<file path="src/rtl/terc4_island_encoder_if.sv">
// Packet header handshake between a packet source and the channel-0 island encoder.
interface terc4_island_encoder_if;
  logic        pkt_valid_in;
  logic [31:0] pkt_header_in;
  logic        pkt_ready_out;

  modport master (output pkt_valid_in, output pkt_header_in, input pkt_ready_out);
  modport slave  (input pkt_valid_in, input pkt_header_in, output pkt_ready_out);
endinterface

</file>
<file path="src/rtl/terc4_island_encoder.sv">
// HDMI TMDS channel-0 encoder: control symbols during blanking, TERC4 data islands
// (preamble, guard bands, packet header bits on TERC4 bit 2) when a packet is offered.
module terc4_island_encoder #(
  parameter int MAX_PACKETS = 2,
  parameter int MIN_CTRL    = 4
) (
  input  logic                         clk_1x_in,
  input  logic                         rst_n_in,
  input  logic                         hsync_in,
  input  logic                         vsync_in,
  input  logic                         island_en_in,
  terc4_island_encoder_if.slave        pkt,
  output logic [9:0]                   tmds_ch0_out,
  output logic                         preamble_out,
  output logic                         guard_out,
  output logic                         island_out
);

  localparam int          CW       = $clog2(MIN_CTRL + 1);
  localparam logic [CW-1:0] CTRL_SAT = CW'(MIN_CTRL);
  localparam logic [4:0]  PKT_LAST = 5'(MAX_PACKETS - 1);

  typedef enum logic [2:0] {
    S_CTRL,
    S_PREAMBLE,
    S_LEAD_GB,
    S_DATA,
    S_TRAIL_GB
  } state_t;

  state_t        state, state_n;
  logic [4:0]    cnt, cnt_n;
  logic [CW-1:0] ctrl_cnt, ctrl_n;
  logic [4:0]    pkt_cnt, pkt_cnt_n;
  logic [31:0]   shreg, shreg_n;
  logic          first_n;
  logic          ready;
  logic [9:0]    sym_n;
  logic          pre_n, guard_n, isl_n;

  function automatic logic [9:0] ctrl_code(input logic vs, input logic hs);
    case ({vs, hs})
      2'b00:   ctrl_code = 10'b1101010100;
      2'b01:   ctrl_code = 10'b0010101011;
      2'b10:   ctrl_code = 10'b0101010100;
      default: ctrl_code = 10'b1010101011;
    endcase
  endfunction

  function automatic logic [9:0] terc4(input logic [3:0] idx);
    case (idx)
      4'd0:    terc4 = 10'b1010011100;
      4'd1:    terc4 = 10'b1001100011;
      4'd2:    terc4 = 10'b1011100100;
      4'd3:    terc4 = 10'b1011100010;
      4'd4:    terc4 = 10'b0101110001;
      4'd5:    terc4 = 10'b0100011110;
      4'd6:    terc4 = 10'b0110001110;
      4'd7:    terc4 = 10'b0100111100;
      4'd8:    terc4 = 10'b1011001100;
      4'd9:    terc4 = 10'b0100111001;
      4'd10:   terc4 = 10'b0110011100;
      4'd11:   terc4 = 10'b1011000110;
      4'd12:   terc4 = 10'b1010001110;
      4'd13:   terc4 = 10'b1001110001;
      4'd14:   terc4 = 10'b0101100011;
      default: terc4 = 10'b1011000011;
    endcase
  endfunction

  // Outputs are a function of the *next* state so that the registered symbol
  // lines up with the state it describes, using hsync/vsync sampled at this edge.
  always_comb begin
    state_n   = state;
    cnt_n     = cnt;
    ctrl_n    = ctrl_cnt;
    pkt_cnt_n = pkt_cnt;
    shreg_n   = shreg;
    first_n   = 1'b0;
    ready     = 1'b0;

    case (state)
      S_CTRL: begin
        if (ctrl_cnt < CTRL_SAT) ctrl_n = ctrl_cnt + 1'b1;
        if (pkt.pkt_valid_in && island_en_in && ctrl_cnt >= CTRL_SAT) begin
          state_n = S_PREAMBLE;
          cnt_n   = '0;
        end
      end
      S_PREAMBLE: begin
        cnt_n = cnt + 1'b1;
        if (cnt == 5'd7) begin
          state_n = S_LEAD_GB;
          cnt_n   = '0;
          ctrl_n  = '0;
        end
      end
      S_LEAD_GB: begin
        cnt_n = cnt + 1'b1;
        if (cnt == 5'd1) begin
          ready     = rst_n_in;
          cnt_n     = '0;
          pkt_cnt_n = '0;
          if (pkt.pkt_valid_in) begin
            state_n = S_DATA;
            shreg_n = pkt.pkt_header_in;
            first_n = 1'b1;
          end else begin
            state_n = S_TRAIL_GB;
          end
        end
      end
      S_DATA: begin
        cnt_n   = cnt + 1'b1;
        shreg_n = {1'b0, shreg[31:1]};
        if (cnt == 5'd31) begin
          cnt_n = '0;
          if (pkt.pkt_valid_in && pkt_cnt < PKT_LAST) begin
            ready     = rst_n_in;
            shreg_n   = pkt.pkt_header_in;
            pkt_cnt_n = pkt_cnt + 1'b1;
          end else begin
            state_n = S_TRAIL_GB;
          end
        end
      end
      S_TRAIL_GB: begin
        cnt_n = cnt + 1'b1;
        if (cnt == 5'd1) begin
          state_n = S_CTRL;
          cnt_n   = '0;
        end
      end
      default: state_n = S_CTRL;
    endcase

    sym_n   = ctrl_code(vsync_in, hsync_in);
    pre_n   = 1'b0;
    guard_n = 1'b0;
    isl_n   = 1'b0;
    case (state_n)
      S_PREAMBLE: pre_n = 1'b1;
      S_LEAD_GB, S_TRAIL_GB: begin
        sym_n   = terc4({2'b11, vsync_in, hsync_in});
        guard_n = 1'b1;
        isl_n   = 1'b1;
      end
      S_DATA: begin
        sym_n = terc4({~first_n, shreg_n[0], vsync_in, hsync_in});
        isl_n = 1'b1;
      end
      default: ;
    endcase
  end

  assign pkt.pkt_ready_out = ready;

  always_ff @(posedge clk_1x_in) begin
    if (!rst_n_in) begin
      state        <= S_CTRL;
      cnt          <= '0;
      ctrl_cnt     <= '0;
      pkt_cnt      <= '0;
      shreg        <= '0;
      tmds_ch0_out <= 10'b1101010100;
      preamble_out <= 1'b0;
      guard_out    <= 1'b0;
      island_out   <= 1'b0;
    end else begin
      state        <= state_n;
      cnt          <= cnt_n;
      ctrl_cnt     <= ctrl_n;
      pkt_cnt      <= pkt_cnt_n;
      shreg        <= shreg_n;
      tmds_ch0_out <= sym_n;
      preamble_out <= pre_n;
      guard_out    <= guard_n;
      island_out   <= isl_n;
    end
  end

endmodule

</file>
<file path="src/flat_wrapper.sv">
// flat-port wrapper written by rule: the top's interface ports become plain ports
module terc4_island_encoder_flat 
#(
  parameter int MAX_PACKETS = 2,
  parameter int MIN_CTRL    = 4
)
  (clk_1x_in, rst_n_in, hsync_in, vsync_in, island_en_in, tmds_ch0_out, preamble_out, guard_out, island_out, pkt_pkt_valid_in, pkt_pkt_header_in, pkt_pkt_ready_out);
  terc4_island_encoder_if pkt_i ();
  input  logic clk_1x_in;
  input  logic rst_n_in;
  input  logic hsync_in;
  input  logic vsync_in;
  input  logic island_en_in;
  output logic [9:0] tmds_ch0_out;
  output logic preamble_out;
  output logic guard_out;
  output logic island_out;
  input wire logic [$bits(pkt_i.pkt_valid_in)-1:0] pkt_pkt_valid_in;
  input wire logic [$bits(pkt_i.pkt_header_in)-1:0] pkt_pkt_header_in;
  output wire logic [$bits(pkt_i.pkt_ready_out)-1:0] pkt_pkt_ready_out;
  assign pkt_i.pkt_valid_in = pkt_pkt_valid_in;
  assign pkt_i.pkt_header_in = pkt_pkt_header_in;
  assign pkt_pkt_ready_out = pkt_i.pkt_ready_out;
  terc4_island_encoder #(.MAX_PACKETS(MAX_PACKETS), .MIN_CTRL(MIN_CTRL)) u_core (.clk_1x_in(clk_1x_in), .rst_n_in(rst_n_in), .hsync_in(hsync_in), .vsync_in(vsync_in), .island_en_in(island_en_in), .pkt(pkt_i), .tmds_ch0_out(tmds_ch0_out), .preamble_out(preamble_out), .guard_out(guard_out), .island_out(island_out));
endmodule
</file>
<file path="config.mk">
export PLATFORM = sky130hd
export DESIGN_NAME = terc4_island_encoder_flat
export DESIGN_NICKNAME = d
export VERILOG_FILES = /design/src/rtl/terc4_island_encoder_if.sv /design/src/rtl/terc4_island_encoder.sv /design/src/flat_wrapper.sv
export SDC_FILE = /design/constraint.sdc
export NUM_CORES = 1
export LEC_CHECK = 0
export ABC_CLOCK_PERIOD_IN_PS = 2400
export CAP_MARGIN = 20
export CORE_MARGIN = 3
export CORE_UTILIZATION = 48
export CTS_CLUSTER_DIAMETER = 80
export DETAILED_ROUTE_END_ITERATION = 12
export GPL_ROUTABILITY_DRIVEN = 0
export PLACE_DENSITY = 0.77
export SLEW_MARGIN = 20
export SYNTH_ARGS = -nofsm -noshare
export SYNTH_HDL_FRONTEND = slang
export SYNTH_SLANG_ARGS = --single-unit
</file>
<file path="constraint.sdc">
create_clock -name clk_1x_in -period 2.4 [get_ports clk_1x_in]
set_input_delay 0.24 -clock clk_1x_in [delete_from_list [all_inputs] [get_ports clk_1x_in]]
set_output_delay 0.24 -clock clk_1x_in [all_outputs]
set_load 0.03 [all_outputs]
</file>
# Word-level counts from Yosys, hierarchy flattened
# Memories as Yosys holds them, arrays and structs flattened.
# Cells that the tools add are included.
[totals]
n_memories = 1
regBits = 61
rom_bits = 160
[mem_list]
columns = ["memory", "depth", "width", "rd", "rd_clocked_by_memory_dff", "wr", "line_no", "source"]
rows = [
  ["(name not given)", 16, 10, 1, 0, 0, "terc4_island_encoder.sv:51", "case (idx)"],
]
[classes]
n_reduce_logical = 15
order_cmp = 3
n_mux = 38
addsub = 3
n_bitwise = 1
eq_ne = 20
[ops]
columns = ["operator", "count"]
rows = [
  ["2-to-1 mux 32 bit", 4],
  ["case mux 32 bit (2 select lines)", 1],
  ["case mux 10 bit (3 select lines)", 2],
  ["2-to-1 mux 5 bit", 7],
  ["2-to-1 mux 3 bit", 9],
  ["case mux 10 bit (2 select lines)", 1],
  ["case mux 5 bit (4 select lines)", 1],
  ["case mux 3 bit (5 select lines)", 1],
  ["equality test 3 x 2 -> 1 bit (second input constant)", 4],
  ["!= test 2 x 1 -> 1 bit (second input constant)", 6],
  ["adder 5 x 1 -> 5 bit (second input constant)", 2],
  ["case mux 5 bit (2 select lines)", 1],
  ["2-to-1 mux 1 bit", 9],
  ["equality test 3 x 1 -> 1 bit (second input constant)", 2],
  ["equality test 3 bit (second input constant)", 2],
  ["case mux 3 bit (2 select lines)", 1],
  ["AND reduction 3 bit", 2],
  ["equality test 5 x 1 -> 1 bit (second input constant)", 1],
  ["equality test 5 x 3 -> 1 bit (second input constant)", 1],
  ["equality test 5 bit (second input constant)", 1],
  ["< comparator 5 x 1 -> 1 bit (second input constant)", 1],
  ["AND reduction 4 bit", 1],
  ["nonzero test 2 bit", 2],
  ["nonzero test 4 bit", 1],
  ["14 further kinds", 17],
]

# Logic depth before layout (Yosys ltp)
[depth]
ltp_word = 8
ltp_mapped = 10

# Least setup slack after synthesis
# OpenSTA, ideal clock, no wires.
[synth_path]
path_kind = "reg-to-reg"
from = "register u_core.cnt[0]"
to = "register u_core.tmds_ch0_out[8]"
setup_time_ns = 0.122
slack_ns = 0.040
path_stages_with_launch = 9
arrival_ns = 2.239
path_buffers = 0
cell_sequence = "dfxtp_1 > ha_1 > and3_2 > ha_1 > and3_1 > mux2i_1 > nor3_1 > a211o_1 > a221o_1"
[synth_between]
elab_chain_cells = 6
elab_cells_between_ends = 20
[synth_rtl]
columns = ["item", "line_no", "source"]
rows = [
  ["start: declaration", "terc4_island_encoder.sv:32", "logic [4:0] cnt, cnt_n;"],
  ["start signal: assignment", "terc4_island_encoder.sv:171", "cnt <= cnt_n;"],
  ["equality test 5 x 1 -> 1 bit (tied with other cells)", "terc4_island_encoder.sv:100, terc4_island_encoder.sv:129", ""],
  ["2-to-1 mux 1 bit (tied with other cells)", "terc4_island_encoder.sv:100", "if (cnt == 5'd1) begin"],
  ["2-to-1 mux 1 bit / case mux 3 bit (5 select lines) (equally long branches)", "terc4_island_encoder.sv:82", "case (state)"],
  ["inverter 1 bit (tied with other cells)", "terc4_island_encoder.sv:149", "sym_n = terc4({~first_n, shreg_n[0], vsync_in, hsync_in});"],
  ["memory read (16 x 10 bit) / OR reduction 2 bit (equally long branches)", "n/a", ""],
  ["case mux 10 bit (2 select lines) (*)", "terc4_island_encoder.sv:141", "case (state_n)"],
  ["end signal: assignment", "terc4_island_encoder.sv:175", "tmds_ch0_out <= sym_n;"],
  ["end: declaration", "terc4_island_encoder.sv:13", "output logic [9:0] tmds_ch0_out,"],
]
# Every way passes the cells marked *; elsewhere a longest branch is shown, timed or not. The select of a mux whose other input is x is not followed.
# A chain may end at the register's enable or synchronous reset.

# Worst setup path in the final report
[layout_path]
from = "register u_core.cnt[1]"
to = "register u_core.tmds_ch0_out[3]"
# Same word-level chain as after synthesis.

==> run summary <==
Hold path depth = 1
Non-Filler Instances = 495
Vias in the first global route = 2754
Final ANT Viol Nets = 0
Seq/Total Area, Yosys = 0.401
Worst-path maximum fanout = 7
Post-Synthesis Cells = 339
Share of layout cells above drive strength 1 = 0.212
Port Buf Inserts = 51
Pwr dens = 592 nW/µm²
CTS tree = built
Synth Register Bits = 61
Vias per inst = 6.29
Hold Crit Class = reg -> reg
Root buf cell = clkbuf_8
Sink Count = 61
Worst Setup SP = u_core.cnt[1]
Final Hold Vio Count = 0
Clk pwr share = 0.369
WHS = 486 ps
Worst Skew = 8.00 ps
Pin count of the biggest net entering global routing = 37
Die area = 7330 µm²
Measured slew at the worst slew-check pin = 735 ps
Design Power = 2460 µW
Syn_area_per_cell = 8.98 µm²
Height of the die = 85.6 µm
Num CTS Buffers = 9
Req. time, crit path = 2670 ps
Cell-internal power = 1770 µW
Final nets = 463
First-pass GRT wire length = 13.0 mm
Clock buffer depth = 2
Die Wd = 85.6 µm
Min setup slack post-route = -45.5 ps
Highest-count cells in the layout ignoring fill and taps = 59 x dfxtp_1, 55 x nor2_1, 50 x clkdlybuf4s50_1
Reg2reg start = u_core.cnt[1]
P_leak = 0.00159 µW
Met3 Track Usage GR = 0.0567
Switching power = 686 µW
Area Growth Syn to Fin = 36.3%
First drt pass iteration count = 9
Drt wl/cell = 16.4 µm
Total negative slack = -56.3 ps
Reg power frac = 0.443
RSZ-0062 raised after global routing = true
Worst slack at placement = -134 ps
Final setup viols = 2
Worst slew margin = 0.508
Worst-skew pair later-pin latency = 350 ps
Combinational share of power = 0.188
H-tree levels = 3
Slew Viols, Final = 0
Residual DRC count = 0
Worst Path Arrival = 2710 ps
Maximum resistive drop on vdd = 0.000388 V
Crit start category = flop
Reg2reg path depth = 10
Synth warn = 0
Vias = 3114
Gr usage total = 0.221
Failing checks = negative setup slack
Initial Util = 0.505
Asr flop ratio synth = 0
Core Region = 6030 µm²
Final Routed Wirelength = 8.10 mm
GR Layer Usage met1 = 0.287
Max Cap Violations = 0
Initial antenna violation count = 0
Fmax = 409 MHz
Post-route clock period utilization = 1.02
Syn_nets = 387
Worst reg2reg endpoint = u_core.tmds_ch0_out[3]
Top_reg_cell synth = dfxtp_1
Final min period = 2450 ps
Status = finished, violations left
Io pins = 52
Number of core rows = 28
Commonest non-fill, non-tap cell in the layout = dfxtp_1
Ant. Diodes = 0
Crit path to = u_core.tmds_ch0_out[3]
Crit Path Category = reg -> reg
R2R Setup Slk = -50 ps
Synthesized area = 3040 µm²
GRT met2 Usage = 0.338
Worst-path clk slew = 70 ps
Detail Placement HPWL = 5.59 mm
Synth unique cells = 61
Global route overflow = 0
Placed Cells = 471
Type of destination of the critical path = flop
Busiest grt layer = met2
Post-synth EDFFs = 0
Net Sw Frac = 0.279
Initial DRC Count = 392
==> routing by layer <==
layer,share of wire,vias up
met3,0.089,24
li1,-,1453
met1,0.43,1469
met5,0,-
met2,0.46,168
met4,0.021,0
==> flip-flops by register name, indices dropped and copies added (netlist names) <==
register / cells
u_core.cnt: 5
u_core.ctrl_cnt: 3
u_core.guard_out: 1
u_core.island_out: 1
u_core.pkt_cnt: 5
u_core.preamble_out: 1
u_core.shreg: 32
u_core.state: 3
u_core.tmds_ch0_out: 10
==> synthesized netlist by cell type, types with 2 or more instances <==
cell type | instances | area [µm²]
dfxtp_1 | 61 | 1220
nor2_1 | 56 | 210
a222oi_1 | 30 | 300
a21oi_1 | 21 | 105
clkbuf_1 | 16 | 60.1
nand2_1 | 14 | 52.6
o21ai_0 | 11 | 55.1
ha_1 | 10 | 125
nand3_1 | 9 | 45.0
inv_1 | 8 | 30.0
nor2b_1 | 7 | 43.8
a31oi_1 | 6 | 37.5
nor3_1 | 6 | 30.0
and2_1 | 5 | 31.3
a22oi_1 | 4 | 30.0
and3_1 | 4 | 25.0
buf_2 | 4 | 20.0
nand2b_1 | 4 | 25.0
a211oi_1 | 3 | 22.5
mux2_2 | 3 | 33.8
o221a_2 | 3 | 33.8
o22ai_1 | 3 | 18.8
a211o_1 | 2 | 17.5
a21boi_0 | 2 | 15.0
a311oi_1 | 2 | 17.5
mux2i_1 | 2 | 20.0
nand3b_1 | 2 | 15.0
nand4_1 | 2 | 12.5
nor4_2 | 2 | 25.0
o21a_1 | 2 | 15.0
o221ai_1 | 2 | 17.5
o31a_1 | 2 | 17.5
or2_2 | 2 | 12.5
or3_1 | 2 | 12.5
==> power by group through the flow <==
stage	Combinational (µW)	Sequential, µW	Clock [µW]
floorplan	239	1130	0
global placement	416	1110	0
detailed placement	423	1110	0
CTS	433	1090	921
global route	510	1090	978
finish	462	1090	906
==> stage by stage <==
stage / util / cell area (µm²)
finish: 0.689 / 4150
detailed placement: 0.628 / 3780
global route: 0.689 / 4150
global placement: 0.628 / 3780
CTS: 0.667 / 4020
floorplan: - / 3040
==> what timing repair did <==
action	in CTS	in global routing
resized for setup	6	19
setup endpoints to repair	18	27
pin swaps	2	13
gates cloned	0	0
hold buffers	0	0
setup buffers	1	7
==> worst max-delay path: stages, from the launching register on <==
cell      delay (ps)
dfxtp_4          360
buf_6            120
inv_4             60
ha_4             120
or4b_4           460
buf_8            160
nor2_8           140
o211ai_4         100
or3_1            370
a211o_1          310
a31oi_1          180
==> logic make-up (layout without fill, tap and decap cells) <==
family | count (synthesis) | in the layout | share of synthesized area
simple gates | 127 | 127 | 0.223
compound gates | 104 | 104 | 0.271
mux | 5 | 5 | 0.0177
fa+ha+maj | 10 | 10 | 0.0411
flops | 61 | 61 | 0.401
xor+xnor | 1 | 1 | 0.00288
buf+inv | 31 | 112 | 0.0428
==> cell type report <==
type / count / area, µm²
fillers: 487 / 1880
inverters: 9 / 36.3
repair buffers: 87 / 802
flip-flops and latches: 61 / 1230
clock buffers: 9 / 124
multi-input cells: 247 / 1790
well taps: 75 / 93.8
clock inverters: 7 / 75.1
==> how the worst min path moves through the flow <==
stage,start,end,slack [ps]
2_1_floorplan,rst_n_in,u_core.state[0],380
3_3_place_gp,u_core.pkt_cnt[3],u_core.pkt_cnt[3],470
3_5_place_dp,u_core.pkt_cnt[3],u_core.pkt_cnt[3],470
4_1_cts,u_core.pkt_cnt[3],u_core.pkt_cnt[3],490
5_1_grt,u_core.pkt_cnt[3],u_core.pkt_cnt[3],510
6_report,u_core.pkt_cnt[3],u_core.pkt_cnt[3],490
Power figures use the tool's default switching activity.
